<file path="src/rtl/lookahead_carry_adder.sv">
// rtl/lookahead_carry_adder.sv - two-level carry-lookahead adder with registered result
// 4-bit lookahead groups feed a second-level unit that forms every group carry in parallel.
module lookahead_carry_adder #(
    parameter int WIDTH = 4
) (
    input  logic             clk,
    input  logic             rst,
    input  logic             in_valid,
    input  logic [WIDTH-1:0] a,
    input  logic [WIDTH-1:0] b,
    input  logic             c_in,
    output logic [WIDTH-1:0] sum,
    output logic             c_out,
    output logic             out_valid,
    output logic             grp_p,
    output logic             grp_g
);
    localparam int NG = WIDTH / 4;

    generate
        if (WIDTH <= 0 || (WIDTH % 4) != 0) begin : g_bad_width
            $fatal(1, "lookahead_carry_adder: WIDTH must be a positive multiple of 4");
        end
    endgenerate

    // Flat sum-of-products carry into group k: no term depends on another group's carry.
    function automatic logic group_carry(input logic [NG-1:0] gp, input logic [NG-1:0] gg,
                                         input logic cin, input int k);
        logic res;
        logic prod;
        res = 1'b0;
        for (int j = 0; j < k; j++) begin
            prod = gg[j];
            for (int m = j + 1; m < k; m++) prod = prod & gp[m];
            res = res | prod;
        end
        prod = cin;
        for (int m = 0; m < k; m++) prod = prod & gp[m];
        return res | prod;
    endfunction

    logic [WIDTH-1:0] w_p;
    logic [WIDTH-1:0] w_g;
    logic [WIDTH-1:0] w_c;
    logic [WIDTH-1:0] w_sum;
    logic [NG-1:0]    w_gp;
    logic [NG-1:0]    w_gg;
    logic [NG:0]      w_gc;
    logic             w_word_g;

    assign w_p = a ^ b;
    assign w_g = a & b;

    genvar k;
    generate
        for (k = 0; k < NG; k++) begin : g_grp
            logic [3:0] w_bp;
            logic [3:0] w_bg;
            logic       w_c0;
            assign w_bp = w_p[4*k +: 4];
            assign w_bg = w_g[4*k +: 4];
            assign w_c0 = w_gc[k];

            assign w_c[4*k]     = w_c0;
            assign w_c[4*k + 1] = w_bg[0] | (w_bp[0] & w_c0);
            assign w_c[4*k + 2] = w_bg[1] | (w_bp[1] & w_bg[0]) | (w_bp[1] & w_bp[0] & w_c0);
            assign w_c[4*k + 3] = w_bg[2] | (w_bp[2] & w_bg[1]) | (w_bp[2] & w_bp[1] & w_bg[0])
                                | (w_bp[2] & w_bp[1] & w_bp[0] & w_c0);

            assign w_gp[k] = &w_bp;
            assign w_gg[k] = w_bg[3] | (w_bp[3] & w_bg[2]) | (w_bp[3] & w_bp[2] & w_bg[1])
                           | (w_bp[3] & w_bp[2] & w_bp[1] & w_bg[0]);

            assign w_gc[k + 1] = group_carry(w_gp, w_gg, c_in, k + 1);
        end
    endgenerate

    assign w_gc[0]  = c_in;
    assign w_sum    = w_p ^ w_c;
    assign w_word_g = group_carry(w_gp, w_gg, 1'b0, NG);

    logic [WIDTH-1:0] r_sum;
    logic             r_c_out;
    logic             r_out_valid;
    logic             r_grp_p;
    logic             r_grp_g;

    always_ff @(posedge clk) begin
        if (rst) begin
            r_sum       <= '0;
            r_c_out     <= 1'b0;
            r_out_valid <= 1'b0;
            r_grp_p     <= 1'b0;
            r_grp_g     <= 1'b0;
        end else begin
            r_out_valid <= in_valid;
            if (in_valid) begin
                r_sum   <= w_sum;
                r_c_out <= w_gc[NG];
                r_grp_p <= &w_gp;
                r_grp_g <= w_word_g;
            end
        end
    end

    assign sum       = r_sum;
    assign c_out     = r_c_out;
    assign out_valid = r_out_valid;
    assign grp_p     = r_grp_p;
    assign grp_g     = r_grp_g;
endmodule

</file>
<file path="config.mk">
export PLATFORM = sky130hd
export DESIGN_NAME = lookahead_carry_adder
export DESIGN_NICKNAME = d
export VERILOG_FILES = /design/src/rtl/lookahead_carry_adder.sv
export SDC_FILE = /design/constraint.sdc
export NUM_CORES = 1
export LEC_CHECK = 0
export CAP_MARGIN = 5
export CORE_AREA = 2 2 39 41
export CTS_CLUSTER_DIAMETER = 60
export DETAILED_ROUTE_END_ITERATION = 8
export DIE_AREA = 0 0 41 43
export GPL_TIMING_DRIVEN = 0
export PLACE_DENSITY_LB_ADDON = 0.25
export SYNTH_ARGS = -nofsm -noshare
export SYNTH_HDL_FRONTEND = slang
export SYNTH_SLANG_ARGS = --single-unit
</file>
<file path="constraint.sdc">
create_clock -name clk -period 1.41 [get_ports clk]
set_input_delay 0.3525 -clock clk [delete_from_list [all_inputs] [get_ports clk]]
set_output_delay 0.3525 -clock clk [all_outputs]
set_load 0.03 [all_outputs]
</file>
# Word-level counts from Yosys, hierarchy flattened
# Index checks and enable logic that the tools add are counted.
[totals] inputBits=12 regBits=8 word_cells=34 output_inout_bits=8
[classes] reduce_logical=1 n_bitwise=28
[ops] operator="1-bit AND" count=15
[ops] operator="1-bit OR" count=10
[ops] operator="4-bit bitwise XOR" count=2
[ops] operator="4-bit AND" count=1
[ops] operator="4-bit AND reduction" count=1

# Depth between registers and ports, before layout
[logic_depth] ltp_word=6 ltp_mapped=5 depth_no_buf=5

# Least setup slack after synthesis
# No wires, ideal clock.
[synth_timing] path_type="input to register" from="input port a[1]" to="register r_sum[3], in the netlist sum[3]" arrival_ns=1.244 t_required_ns=1.295 n_path_buf=0 path_stages=4 path_slack_ns=0.051 path_cell_list="ha_1 -> o21ai_1 -> or3_1 -> and3_1"
[synth_between] elab_chain_cells=6 word_cells_on_any_way=11 cone_classes="bitwise: 11"
[synth_rtl] item="start: declaration" line="9" rtl="input logic [WIDTH-1:0] a,"
[synth_rtl] item="4-bit AND / 4-bit bitwise XOR (equally long branches)" line="52, 51"
[synth_rtl] item="1-bit AND, on equally long branches" line="67, 68"
[synth_rtl] item="1-bit OR (tied with other cells)" line="67" rtl="assign w_c[4*k + 3] = w_bg[2] | (w_bp[2] & w_bg[1]) | (w_bp[2] & w_bp[1] & w_bg[0])"
[synth_rtl] item="1-bit OR / 1-bit AND (equally long branches)" line="67, 68"
[synth_rtl] item="1-bit OR (*)" line="68" rtl="| (w_bp[2] & w_bp[1] & w_bp[0] & w_c0);"
[synth_rtl] item="4-bit bitwise XOR (*)" line="79" rtl="assign w_sum = w_p ^ w_c;"
[synth_rtl] item="end signal: assignment" line="98" rtl="r_sum <= w_sum;"
[synth_rtl] item="end: declaration" line="82" rtl="logic [WIDTH-1:0] r_sum;"
# Every way passes the cells marked *; elsewhere a longest branch is shown, timed or not.
# A chain may end at the register's enable or synchronous reset.

# Worst setup path in the final report
[layout_timing] from="input port b[0]" to="register r_sum[3], in the netlist sum[3]"
[layout_between] elab_chain_cells=5 word_cells_on_any_way=8 cone_classes="bitwise: 8"
[layout_rtl] item="start: declaration" line="10" rtl="input logic [WIDTH-1:0] b,"
[layout_rtl] item="4-bit AND / 4-bit bitwise XOR (equally long branches)" line="52, 51"
[layout_rtl] item="1-bit AND, on equally long branches" line="67, 68"
[layout_rtl] item="1-bit OR / 1-bit AND (equally long branches)" line="67, 68"
[layout_rtl] item="1-bit OR (*)" line="68"
[layout_rtl] item="4-bit bitwise XOR (*)" line="79"
# Marks and branches as above.

==> metrics list <==
- Detailed-routing iteration count for the pre-antenna-repair pass: 3
- Fmax: 0.728 GHz
- The share of total power dissipated in the clock network is 0.269.
* Root buffer cell: clkbuf_4
* Average footprint of a synthesized cell: 9.03 um^2
- At the later pin of the worst-skew pair, clock insertion delay measures 250 ps.
* Die outline height: 43 um
* Worst path required time: 1550 ps
* Number of clock sinks: 8
- Post-Syn Nets: 67
* Kind of critical path: input pin to flop
- Leakage: 0.317 nW
- Count of vias placed by the detailed router: 434
* Pin slew with the least headroom to its limit: 334 ps
- The worst setup path is captured at a flop.
- Standard cell core area: 1380 um^2
- Counting the buffers created by CTS gives 3.
* Main synth FF type: dfxtp_1
- Post-synthesis sequential area ratio: 0.355
* Final layout net count: 91
- Before CTS, the worst setup slack after placement is -461 ps.
- Detail-routed via count per cell: 4.93
* Detail-routed net length per standard cell: 10.4 um
* Die footprint: 1760 um^2
- Final Critical Period: 1370 ps
* Placement Rows: 14
- Commonest cells after routing, fill and taps aside: dlygate4sd2_1, dfxtp_1, nor2_1
* Number of instances in the synthesized netlist: 50
- Summing every instance area after synthesis gives 452 um^2.
- After clock tree synthesis, the clock-pin slew on the worst setup and hold paths is 50 ps.
* Clock tree from TritonCTS: built
* Proportion of register bits with asynchronous set or reset after synthesis: 0
- H-tree depth reported by CTS: 1
* Number of distinct standard cells referenced by the synthesized netlist: 24
- Final hold analysis gives a worst-case slack of 432 ps.
- Of the total power, the share spent switching nets is 0.299.
- In this run, synthesis inferred 0 flip-flops with an integrated enable.
- Worst vdd rail ir drop: 0.227 mV
- In the global route stage, overall resource usage came out at 0.134.
* Endpoint arrival time on the critical path: 1510 ps
* Detailed Place HPWL: 696 um
- The share of total power dissipated in sequential elements is 0.403.
- Dividing the final minimum period by the clock period gives 0.974.
- Counting flops and latches in the post-synthesis netlist gives 8.
* I/O Buffers: 18
- Wire length of the first global-routing pass: 1570 um
* Worst path setup slack after routing: 37.1 ps
- Leading cell type in the layout, fill and taps excluded: dlygate4sd2_1
- Total internal power: 0.438 mW
- Clock tree buffer depth: 2
- DRC Markers: 0
* Maximum number of pins on one net before global-route repair: 11
- Setup Skew: 0 ps
- Width of the die: 41 um
- Setup violations remaining at the end of the flow were counted as 0.
- For this design the ratio of total power to cell area is 875 nW/um^2.
- The congestion estimate from routability-driven global placement came to 0.748.
- DRC violation total after the first TritonRoute iteration: 6
- Hold Crit Class: input pin to flop
- 0 antenna diodes ended up in the layout.
- Antenna-violating nets left: 0
- Setup repair after global routing missed its margin: no
- Along the worst path, the maximum fanout reaches 4.
- Placed Cells: 84
* Switching power summed over all nets: 0.187 mW
- Worst slew slack as a fraction of its limit: 0.777
* Overall power consumption: 0.625 mW
* Fin cells: 88
* Number of antenna violations at the first check in global routing: 0
- Sum of routed wire length over all layers: 914 um
- Of the cells placed in the final design, the portion with a size suffix greater than 1 is 0.167.
* Number of global-route vias before repair: 376
- Layout overhead on the synthesized area: 58.2%
- Summed over all layers, the global routing overflow is 0.
- Result of the run: finished, final reports clean
* Hold Fails Final Rpt: 0
- 20 I/O pins were placed.
* Final max-slew violation count: 0
* Initial standard-cell utilization of the core: 0.326
- The tool flagged a number of max-cap violations equal to 0.
- Of the total power, combinational logic draws 0.328.
* CP startpoint kind: input pin
- YS warnings: 0
- Once layout is complete, the utilization of the core stands at 0.516.
[final timing paths]
path                from  endpoint  slack [ps]  depth (start not counted)
setup / recovery    b[0]    sum[3]          40                          5
hold / removal       rst    sum[1]         430                          2
setup reg to reg  sum[3]    sum[3]         640                          3
hold reg to reg   sum[0]    sum[0]         480                          2
[critical path, stage by stage]
cell and delay (ps):
dlygate4sd2_1 270, ha_4 280, a211oi_2 80, or3_1 370, and3_1 160
[power by group through the flow]
stage	logic [mW]	registers (mW)	clock network, mW
4_1_cts	0.205	0.252	0.177
3_3_place_gp	0.199	0.257	0
3_5_place_dp	0.201	0.257	0
6_report	0.205	0.252	0.168
2_1_floorplan	0.0833	0.293	0
5_1_grt	0.226	0.254	0.196
[stage by stage]
stage          area [um^2]  TNS [ps]
4_1_cts                714         0
5_1_grt                714         0
2_1_floorplan          452         0
3_3_place_gp           652     -2320
3_5_place_dp           652     -2460
6_report               714         0
[cells by family after synthesis]
logic type	count (synthesis)	synth area share
compound gates	13	0.213
xor+xnor	1	0.0194
fa+ha+maj	5	0.155
buf+inv	6	0.0526
flops	8	0.355
mux	2	0.0443
simple gates	15	0.161
[synthesized netlist by cell type (2+ instances only)]
library cell | instances | area [um^2]
ha_1 | 4 | 50.1
inv_1 | 4 | 15.0
o21ai_0 | 2 | 10.0
dfxtp_1 | 8 | 160
a211oi_1 | 2 | 15.0
a311oi_1 | 2 | 17.5
a21oi_1 | 2 | 10.0
mux2i_1 | 2 | 20.0
nor2_1 | 7 | 26.3
nand2_1 | 3 | 11.3
[registers in the layout (all words and copies together) (netlist names)]
| register | cells |
|---|---|
| sum | 4 |
| grp_g | 1 |
| c_out | 1 |
| grp_p | 1 |
| out_valid | 1 |
[final cells by class]
type	instances	area, um^2
fill	130	669
timing repair buffer	19	166
multi-input combinational	36	322
tap	16	20.0
buffer	2	8.76
clock buffer	3	22.5
inverter	4	15.0
sequential	8	160
[metal layers]
metal	share of wire	vias up	track usage
met4	0.013	0	0.120
li1	-	225	-
met3	0.044	2	0.0314
met5	0	-	0
met1	0.47	194	0.170
met2	0.47	13	0.175
[timing repair]
action                                 CTS  global route
setup endpoints to repair               14             0
buffers inserted                         1             0
hold buffers                             0             0
resized for setup                       22             0
endpoints found under the hold margin    0             0
Power figures use the tool's default switching activity.
